### src/rtl/branch_flag_ctrl.sv
// Branch resolution controller: owns the NZCV flag register, resolves B/CBZ/CBNZ/B.cond,
// and stalls B.cond on in-flight flags with a bounded wait.
//
// state      | meaning
// IDLE       | ready for a branch request
// RESOLVE    | one-cycle response using captured operands and flags_q
// WAIT_FLAGS | B.cond held until new flags arrive or the wait bound expires
module branch_flag_ctrl #(
    parameter int DATA_W   = 64,
    parameter int MAX_WAIT = 7
) (
    input  logic              i_clk,
    input  logic              i_reset,
    input  logic              i_alu_flags_valid,
    input  logic [3:0]        i_alu_flags,
    input  logic              i_flags_pending,
    input  logic              i_br_valid,
    output logic              o_br_ready,
    input  logic [1:0]        i_br_type,
    input  logic [3:0]        i_br_cond,
    input  logic [DATA_W-1:0] i_cbz_operand,
    output logic              o_resp_valid,
    output logic              o_resp_taken,
    output logic              o_stall,
    output logic              o_wait_timeout,
    output logic [3:0]        o_flags_q
);

    typedef enum logic [1:0] {
        IDLE       = 2'd0,
        RESOLVE    = 2'd1,
        WAIT_FLAGS = 2'd2
    } state_t;

    localparam logic [1:0] BT_B     = 2'b00;
    localparam logic [1:0] BT_CBZ   = 2'b01;
    localparam logic [1:0] BT_CBNZ  = 2'b10;
    localparam logic [1:0] BT_BCOND = 2'b11;
    localparam logic [7:0] MAX_W    = 8'(MAX_WAIT);

    state_t      r_state;
    state_t      w_state_nxt;
    logic [3:0]  r_flags;
    logic [1:0]  r_type;
    logic [3:0]  r_cond;
    logic        r_zero;
    logic [7:0]  r_cnt;
    logic [7:0]  w_cnt_nxt;
    logic        r_timeout;
    logic        w_set_timeout;
    logic        w_ready;
    logic        w_resp_valid;
    logic        w_stall;
    logic        w_accept;
    logic        w_cond_true;
    logic        w_taken;

    assign w_accept = i_br_valid && (r_state == IDLE);

    always_ff @(posedge i_clk or negedge i_reset) begin
        if (!i_reset) begin
            r_state   <= IDLE;
            r_flags   <= 4'b0000;
            r_type    <= BT_B;
            r_cond    <= 4'b0000;
            r_zero    <= 1'b0;
            r_cnt     <= 8'd0;
            r_timeout <= 1'b0;
        end else begin
            r_state <= w_state_nxt;
            r_cnt   <= w_cnt_nxt;
            if (i_alu_flags_valid)
                r_flags <= i_alu_flags;
            if (w_accept) begin
                r_type <= i_br_type;
                r_cond <= i_br_cond;
                r_zero <= (i_cbz_operand == '0);
            end
            if (w_set_timeout)
                r_timeout <= 1'b1;
        end
    end

    always_comb begin
        w_state_nxt   = r_state;
        w_cnt_nxt     = r_cnt;
        w_set_timeout = 1'b0;
        w_ready       = 1'b0;
        w_resp_valid  = 1'b0;
        w_stall       = 1'b0;
        case (r_state)
            IDLE: begin
                w_ready = 1'b1;
                if (w_accept) begin
                    // Flags landing in the accept cycle are already in flags_q at RESOLVE.
                    if (i_br_type != BT_BCOND || !i_flags_pending || i_alu_flags_valid)
                        w_state_nxt = RESOLVE;
                    else
                        w_state_nxt = WAIT_FLAGS;
                end
            end
            RESOLVE: begin
                w_resp_valid = 1'b1;
                w_state_nxt  = IDLE;
            end
            WAIT_FLAGS: begin
                w_stall = 1'b1;
                if (i_alu_flags_valid) begin
                    w_state_nxt = RESOLVE;
                    w_cnt_nxt   = 8'd0;
                end else if (r_cnt + 8'd1 == MAX_W) begin
                    w_set_timeout = 1'b1;
                    w_state_nxt   = RESOLVE;
                    w_cnt_nxt     = 8'd0;
                end else begin
                    w_cnt_nxt = r_cnt + 8'd1;
                end
            end
            default: begin
                w_state_nxt = IDLE;
                w_cnt_nxt   = 8'd0;
            end
        endcase
    end

    // flags_q layout is {N,Z,C,V}
    always_comb begin
        w_cond_true = 1'b0;
        case (r_cond)
            4'b0000: w_cond_true = r_flags[2];
            4'b0001: w_cond_true = !r_flags[2];
            4'b1010: w_cond_true = (r_flags[3] == r_flags[0]);
            4'b1011: w_cond_true = (r_flags[3] != r_flags[0]);
            4'b1110: w_cond_true = 1'b1;
            default: w_cond_true = 1'b0;
        endcase
    end

    always_comb begin
        w_taken = 1'b0;
        case (r_type)
            BT_B:     w_taken = 1'b1;
            BT_CBZ:   w_taken = r_zero;
            BT_CBNZ:  w_taken = !r_zero;
            BT_BCOND: w_taken = w_cond_true;
            default:  w_taken = 1'b0;
        endcase
    end

    assign o_br_ready     = w_ready;
    assign o_resp_valid   = w_resp_valid;
    assign o_resp_taken   = w_resp_valid & w_taken;
    assign o_stall        = w_stall;
    assign o_wait_timeout = r_timeout;
    assign o_flags_q      = r_flags;

endmodule

### config.mk
export PLATFORM = sky130hd
export DESIGN_NAME = branch_flag_ctrl
export DESIGN_NICKNAME = d
export VERILOG_FILES = /design/src/rtl/branch_flag_ctrl.sv
export SDC_FILE = /design/constraint.sdc
export NUM_CORES = 1
export LEC_CHECK = 0
export CAP_MARGIN = 40
export CORE_MARGIN = 2
export CORE_UTILIZATION = 33
export DETAILED_ROUTE_END_ITERATION = 16
export GPL_ROUTABILITY_DRIVEN = 0
export PLACE_DENSITY = 0.77
export SYNTH_ARGS = -nofsm -noshare
export SYNTH_HDL_FRONTEND = slang
export SYNTH_SLANG_ARGS = --single-unit
### constraint.sdc
create_clock -name i_clk -period 1.58 [get_ports i_clk]
set_input_delay 0.237 -clock i_clk [delete_from_list [all_inputs] [get_ports i_clk]]
set_output_delay 0.237 -clock i_clk [all_outputs]
set_load 0.03 [all_outputs]
# Yosys cells after proc, flatten, opt, wreduce, memory -nomap -nowiden
# Cells that the tools add are included.
dict set report totals {
  reg_bits 22
  latchBits 0
  ram_bits 0
  rom_bits 0
  inputBits 79
  word_cells 52
  n_memories 0
}
dict set report classes {
  addsub 1
  mul 0
  n_div 0
  magnitude_cmp 0
  eq_ne 15
  n_shift 0
  muxes 16
  bitwise_logic 1
  n_reduce_logical 12
}
# op n
set op_table {}
lappend op_table {{64-bit zero test} 1}
lappend op_table {{8-bit two-way mux} 2}
lappend op_table {{8-bit one-hot mux with 2 select lines} 1}
lappend op_table {{4-bit equality test, second input constant} 3}
lappend op_table {{8-bit by 1-bit adder with 8-bit output, second input constant} 1}
lappend op_table {{8-bit by 3-bit equality test with 1-bit output, second input constant} 1}
lappend op_table {{2-bit two-way mux} 4}
lappend op_table {{2-bit equality test, second input constant} 3}
lappend op_table {{1-bit two-way mux} 6}
lappend op_table {{1-bit one-hot mux with 5 select lines} 1}
lappend op_table {{2-bit by 1-bit equality test with 1-bit output, second input constant} 2}
lappend op_table {{4-bit by 1-bit equality test with 1-bit output, second input constant} 1}
lappend op_table {{2-bit zero test} 2}
lappend op_table {{4-bit zero test} 1}
lappend op_table {{2-bit != test, second input constant} 2}
lappend op_table {{1-bit one-hot mux with 4 select lines} 1}
lappend op_table {{2-bit one-hot mux with 2 select lines} 1}
lappend op_table {{1-bit zero test} 3}
lappend op_table {{3-bit != test, second input constant} 1}
lappend op_table {{1-bit logical OR} 2}
lappend op_table {{2-bit AND reduction} 1}
lappend op_table {{2-bit OR reduction} 1}
lappend op_table {{1-bit bitwise AND} 1}
lappend op_table {{1-bit equality test} 1}
lappend op_table {{other kinds (2)} 2}

# Logic depth before layout (Yosys ltp)
# Gate-level depths: netlist (run 1).
dict set report depth {
  word_depth 6
  mapped_depth 7
  mapped_depth_nobuf 7
}

# Worst setup path before layout (run 1)
# No wires, ideal clock.
dict set report synth_timing {
  path_kind {reg2reg}
  startpoint {register r_state[0]}
  endpoint {register r_cond[0]}
  t_arrival_ns 1.594
  slack_ns -0.142
  stages_incl_launch_ff 5
  n_path_buf 1
  cell_sequence {dfrtp_1 > nor2_1 > and2_1 > buf_2 > mux2_1}
}
dict set report synth_via {
  elab_chain_cells 2
}
# element line
set synth_lines {}
lappend synth_lines {{from (decl)} 41} ;# state_t r_state;
lappend synth_lines {{from (signal assigned)} 70} ;# r_state <= w_state_nxt;
lappend synth_lines {{2-bit zero test} 58} ;# assign w_accept = i_br_valid && (r_state == IDLE);
lappend synth_lines {{1-bit logical AND} 58}
lappend synth_lines {{to (signal assigned)} 76} ;# r_cond <= i_br_cond;
lappend synth_lines {{to (decl)} 45} ;# logic [3:0] r_cond;
# Every way passes these cells.
# A chain may end at the register's enable or synchronous reset.

# Worst setup path after layout (run 1)
dict set report layout_timing {
  startpoint {register r_flags[0] (netlist: o_flags_q[0])}
  endpoint {output port o_resp_taken}
}
dict set report layout_via {
  elab_chain_cells 4
  word_cells_on_any_way 5
  classes_between {eq/ne (2); mux (2); bitwise (1)}
}
# element line
set layout_lines {}
lappend layout_lines {{from (decl)} 43} ;# logic [3:0] r_flags;
lappend layout_lines {{from (signal assigned)} 73} ;# r_flags <= i_alu_flags;
lappend layout_lines {{1-bit != test or 1-bit equality test (tied branches)} {133, 132}}
lappend layout_lines {{1-bit one-hot mux with 5 select lines (*)} 129} ;# case (r_cond)
lappend layout_lines {{1-bit one-hot mux with 4 select lines (*)} 141} ;# case (r_type)
lappend layout_lines {{1-bit bitwise AND (*)} 152} ;# assign o_resp_taken = w_resp_valid & w_taken;
lappend layout_lines {{to (decl)} 23} ;# output logic o_resp_taken,
# Mark *: on every way between the ends. The rest lies on a longest branch, timed or not.

==> results of run 1 <==
[cells by family (layout without fill, tap and decap cells)]
group / Yosys count / count (layout)
buffers and inverters: 11 / 124
DFF: 22 / 22
xor gates and xnor gates: 4 / 4
adders and majority gates: 2 / 2
and+or+nand+nor: 64 / 64
muxes: 12 / 12
AOI/OAI and AO/OA: 25 / 25
[through the flow]
stage / setup WS [ns] / util
5_1_grt: -0.3269 / 0.6531
6_report: -0.2019 / 0.6531
4_1_cts: -0.2673 / 0.6387
3_3_place_gp: -0.1120 / 0.6115
2_1_floorplan: 0.0001859 / -
3_5_place_dp: -0.1955 / 0.6115
[report_power, final]
part	leakage (nW)	internal [mW]	total (mW)	switching, mW
registers	0.268	0.707	0.870	0.163
logic	0.732	0.766	1.34	0.578
clock network	0.0288	0.223	0.431	0.208
[path summary, 6_finish.rpt]
path | start | endpoint | slack [ns] | depth (start not counted)
min in group i_clk | o_wait_timeout | o_wait_timeout | 0.48 | 2
max in group asynchronous | i_reset | o_flags_q[0] | 1.02 | 2
hold reg to reg | o_wait_timeout | o_wait_timeout | 0.48 | 2
setup reg to reg | r_cnt[1] | r_state[0] | -0.10 | 6
hold / removal | i_reset | r_cnt[3] | 0.31 | 2
setup / recovery | o_flags_q[0] | o_resp_taken | -0.20 | 6
[metal layers]
metal  vias to the layer above  share of wire  global-route usage
li1                        759              -                   -
met1                       724           0.40              0.2322
met2                        62           0.50              0.3762
met3                        14          0.076             0.03454
met4                         0          0.030              0.1025
met5                         -              0                   0
[sequential cells by signal, indices dropped and copies added (netlist names)]
| name | cells |
|---|---|
| r_cnt | 8 |
| o_flags_q | 4 |
| r_cond | 4 |
| r_state | 2 |
| r_type | 2 |
| o_wait_timeout | 1 |
| r_zero | 1 |
[area by class of cell]
| cell class | count | area [um^2] |
|---|---|---|
| well taps | 50 | 62.56 |
| repair buffers | 114 | 1080 |
| multi-input cells | 107 | 834.6 |
| clock buffers | 4 | 55.05 |
| inverters | 6 | 22.52 |
| flip-flops and latches | 22 | 558.0 |
| fillers | 326 | 1388 |
[worst max-delay path, delay by kind of cell, from the launching register on]
family,cells,cell delay [ns]
DFF,1,0.43
AOI/OAI and AO/OA,3,0.46
and+or+nand+nor,1,0.07
buffers and inverters,1,0.13
xor gates and xnor gates,1,0.18
[cells in the final DEF, fill, tap and decap left out, drive strengths merged, types with 3 or more instances in the layout]
cell	Yosys	final
buf	3	31
clkbuf	1	4
clkdlybuf4s50	0	80
dfrtp	22	22
dlygate4sd2	0	3
inv	6	6
mux2	10	10
nand2	15	15
nand3	3	3
nand4	5	5
nor2	5	5
nor3	5	5
nor3b	3	3
nor4	18	18
o21ai	7	7
o22ai	3	3
o31ai	3	3
xnor2	3	3
[repair_timing]
item | 4_1_cts | 5_1_grt
gates cloned | 0 | 0
buffers inserted | 3 | 2
setup endpoints to repair | 10 | 10
resized for setup | 12 | 10
pin swaps | 6 | 1
==> run_results.csv, run 1 <==
group,metric,value,unit
layout,drive_above_1_share,0.2451,
clocking,clk_pin_slew,0.09,ns
yosys,synthSimpleGateAreaFrac,0.2779,
global_route,grt_pass1_wl,7.286,mm
clocking,cts_hold_buf,0,
timing,rsz0062_at_grt,"true",
yosys,synth_compound_area_frac,0.1289,
global_route,grt_max_degree,23,
clocking,clockBufferDepth,2,
yosys,post-synth-top-area-cell,"dfrtp_1",
yosys,yosysSeqAreaShare,0.4022,
hold_path,hold_path.class,"input port to asynchronous set/reset pin",
timing,clock_skew,0.007512,ns
drt,wl_per_cell,15.38,um
power_and_ir_drop,vdd_drop_max,1084,uV
clocking,cts_sinks,22,
yosys,ys_ff_latch,22,
global_route,antenna_found_initial,0,
run_status,status,"finished, violations left",
place,placed_area,2446,um^2
die,dieArea,4679,um^2
place,port_buffers,87,
drt,ant_nets,0,
power_and_ir_drop,power_density,1012,nW/um^2
clocking,cts_buffers,3,
global_route,grt_pass1_vias,1634,
clocking,worstSkewPairLatency,0.27,ns
layout,final_area,2613,um^2
die,dieWidth,68.41,um
power_and_ir_drop,leakagePower,1.029,nW
yosys,synth_top_cell_area_share,0.4022,
layout,fin_cells,303,
yosys,synth.most_common_cell,"dfrtp_1",
drt,via_per_inst,5.145,
timing,maxSlewViolCount,0,
worst_setup_path,start_kind,"flip-flop",
timing,tightest_slew,0.3825,ns
yosys,netlist_area,1369,um^2
timing,report.final.setup_viol,7,
yosys,synth-edff-count,0,
run_status,violations,"setup timing",
timing,fin_crit,1.782,ns
timing,slew_headroom,0.7439,
die,num_rows,23,
worst_setup_path,path_max_fanout,2,
yosys,synthTopCellsByCount,"dfrtp_1 (22), nor4_1 (17), nand2_1 (15)",
die,io_pins,88,
timing,fmax,561.2,MHz
drt,dr.pass1.iters,4,
worst_setup_path,cp_slowest_cell,"dfrtp_2",
timing,holdWs,0.3058,ns
drt,drc_errors,0,
yosys,synth_xor_xnor_area_share,0.02559,
yosys,synth_warnings,0,
worst_setup_path,critical_path_class,"flip-flop to output port",
yosys,synthCells,140,
worst_setup_path,path_cells,"xnor2_2 > nand2_1 > a31oi_1 > a2111oi_2 > o21a_2 > buf_6",
place,hpwlAfterDp,3.646,mm
layout,area_growth,90.86,%
worst_setup_path,critPathMaxStageDelay,0.43,ns
job,max_cap_violations,0,
place,dp.cells,294,
yosys,synth_top_family_by_area,"simple AND/OR/NAND/NOR gates",
yosys,synth_cell_types,44,
die,die_y,68.41,um
drt,drt-initial-drc-count,28,
layout,antenna_cells,0,
power_and_ir_drop,p_total,2.645,mW
timing,tns,-0.5100,ns
worst_setup_path,crit_arrival,1.54,ns
yosys,syn_nets,221,
yosys,avgSynthCellArea,9.777,um^2
clocking,cts-root-buf,"clkbuf_8",
clocking,htree_levels,1,
yosys,synthMuxAreaShare,0.09689,
worst_setup_path,end_kind,"output port",
global_route,grt_util_all_layers,0.2078,
yosys,synthArstFlopShare,1.000,
global_route,grt_overflow_total,0,
die,core,4000,um^2
clocking,cts_tree,"done",
timing,hold_viol_final,0,
drt,routed_wl,4.661,mm
worst_setup_path,worstPathRequired,1.34,ns
timing,worst_slack,-0.2019,ns
yosys,synth_area_leaders,"dfrtp_1 (40%), mux2_1 (8.2%), nor4_1 (7.8%)",
drt,via_count,1559,
timing,period_share,1.128,
yosys,synth_ff_type,"dfrtp_1",
die,initial_utilization,0.3422,
yosys,synthAdderAreaFrac,0.01828,
layout,final_nets,335,
Power figures use the tool's default switching activity.
==> run 2: changes to the inputs <==
CORE_UTILIZATION = 34   (was 33)
CTS_BUF_LIST = sky130_fd_sc_hd__clkbuf_4   (was not set)
GPL_TIMING_DRIVEN = 0   (was not set)
PLACE_DENSITY = 0.79   (was 0.77)
==> run_results.csv, run 2 (same netlist as run 1, synthesis figures left out) <==
group,metric,value,unit
place,port_buffers,86,
layout,final_common_cell,"clkdlybuf4s50_1",
place,dp.cells,277,
timing,worst_slack,-0.3428,ns
worst_setup_path,crit_arrival,1.69,ns
layout,largest_register_ffs,8,
timing,clock_skew,0.002680,ns
die,initial_utilization,0.3472,
layout,antenna_cells,0,
die,core,3943,um^2
drt,dr.pass1.iters,4,
timing,tns,-1.022,ns
layout,final_cell_mix,"clkdlybuf4s50_1 (77), nor4_1 (17), dfrtp_1 (16), nand2_1 (15)",
drt,drt-initial-drc-count,34,
worst_setup_path,cp.depth,6,
clocking,worstSkewPairLatency,0.32,ns
clocking,clk_pin_slew,0.13,ns
worst_setup_path,critPathMaxStageDelay,0.44,ns
worst_setup_path,start_kind,"flip-flop",
layout,top_register,"r_cnt",
timing,fin_crit,1.923,ns
power_and_ir_drop,p_total,2.547,mW
worst_setup_path,cp_slowest_cell,"dfrtp_2",
timing,hold_viol_final,0,
power_and_ir_drop,leakagePower,0.9674,nW
timing,holdWs,0.1780,ns
worst_setup_path,r2r_cells,7,
drt,via_count,1501,
drt,ant_nets,0,
hold_path,hold_path.class,"input port to asynchronous set/reset pin",
worst_setup_path,critical_path_class,"flip-flop to output port",
drt,routed_wl,4.472,mm
timing,period_share,1.217,
die,num_rows,23,
worst_setup_path,path_cells,"xnor2_1 > nor3_1 > a31oi_1 > a2111oi_2 > o21a_2 > buf_6",
layout,multi_input_area,860.8,um^2
layout,drive_above_1_share,0.2222,
global_route,antenna_found_initial,0,
worst_setup_path,end_kind,"output port",
layout,fin_cells,293,
global_route,grt_pass1_wl,6.479,mm
global_route,grt_util_all_layers,0.1896,
die,dieArea,4550,um^2
layout,final_core_util,0.6541,
die,die_y,67.45,um
worst_setup_path,path_max_fanout,3,
timing,rsz0062_at_grt,"true",
drt,wl_per_cell,15.26,um
run_status,status,"finished, violations left",
job,max_cap_violations,0,
die,io_pins,88,
layout,final_nets,325,
worst_setup_path,worstPathRequired,1.34,ns
place,hpwlAfterDp,3.356,mm
drt,via_per_inst,5.123,
global_route,grt_pass1_vias,1456,
worst_setup_path,path_delay_family,"compound AO/OA/AOI/OAI gates",
global_route,grt_overflow_total,0,
clocking,cts_hold_buf,0,
clocking,htree_levels,1,
clocking,clockBufferDepth,2,
timing,maxSlewViolCount,0,
timing,slew_headroom,0.7093,
run_status,violations,"setup timing",
power_and_ir_drop,power_density,987.6,nW/um^2
timing,report.final.setup_viol,7,
clocking,cts_buffers,3,
timing,fmax,520.1,MHz
clocking,cts_sinks,22,
worst_setup_path,cp.buffers_inverters,1,
layout,area_growth,88.39,%
clocking,cts_tree,"done",
power_and_ir_drop,vdd_drop_max,941.5,uV
clocking,cts-root-buf,"clkbuf_4",
layout,ff_latch_area,558.0,um^2
timing,tightest_slew,0.4361,ns
layout,fillers,336,
die,dieWidth,67.45,um
drt,drc_errors,0,
global_route,grt_max_degree,19,
-- run 2: cell types whose count changed in the layout (fill, tap and decap cells not counted), moves of 2 or more --
cell / before / now
buf_4: 28 / 10
clkbuf_8: 4 / 0
buf_6: 2 / 5
clkbuf_4: 0 / 3
clkdlybuf4s50_1: 80 / 77
buf_2: 0 / 2
dlygate4sd2_1: 3 / 5
o22ai_2: 2 / 0
-- run 2: power breakdown --
group | switching, mW | total [mW] | internal, mW | leakage [nW]
combinational | 0.552 | 1.22 | 0.669 | 0.671
sequential | 0.175 | 0.881 | 0.707 | 0.268
clock | 0.188 | 0.445 | 0.257 | 0.0279
total | 0.914 | 2.55 | 1.63 | 0.967
-- run 2: worst reg2reg max path: stages (launching register included) --
cell and delay [ns]:
dfrtp_2 0.48, buf_6 0.14, and3b_2 0.22, nor4_4 0.26, o22ai_4 0.14, o21ai_4 0.22
buf_6 0.13, a21oi_2 0.04
-- run 2: path summary, 6_finish.rpt --
| path | from | end | slack (ns) |
|---|---|---|---|
| setup / recovery | o_flags_q[2] | o_resp_taken | -0.34 |
| hold / removal | i_reset | r_cnt[2] | 0.18 |
| hold reg to reg | o_wait_timeout | o_wait_timeout | 0.49 |
| min in group i_clk | i_alu_flags_valid | o_flags_q[3] | 0.18 |
| max in group asynchronous | i_reset | o_flags_q[0] | 0.99 |
| setup reg to reg | r_cnt[0] | r_state[1] | -0.16 |
-- run 2: layout make-up --
cell class | count | area share
plain buffers | 5 | 0.01795
flip-flops and latches | 22 | 0.2164
clock inverters | 1 | 0.01164
multi-input cells | 107 | 0.3338
repair buffers | 99 | 0.3785
inverters | 6 | 0.008734
well taps | 50 | 0.02426
clock buffers | 3 | 0.008734
-- run 2: what timing repair did --
item                       4_1_cts  5_1_grt
gates resized for setup         30       19
gates cloned                     0        0
pin swaps                        7        6
buffers inserted                 6        6
setup endpoints to repair       15       11
-- run 2: routing by layer --
| layer | wire [um] | global-route usage | vias to the layer above |
|---|---|---|---|
| li1 | - | - | 740 |
| met1 | 1676 | 0.2006 | 688 |
| met2 | 2248 | 0.3688 | 66 |
| met3 | 478 | 0.04333 | 7 |
| met4 | 68 | 0.05612 | 0 |
| met5 | 0 | 0 | - |
-- run 2: per-stage QoR --
stage | setup slack (ns) | area, um^2
after global routing | -0.4680 | 2579
after global placement | -0.5415 | 2315
after CTS | -0.3796 | 2472
after detailed placement | -0.5941 | 2342
after floorplan | 0.0001859 | 1391
final | -0.3428 | 2579
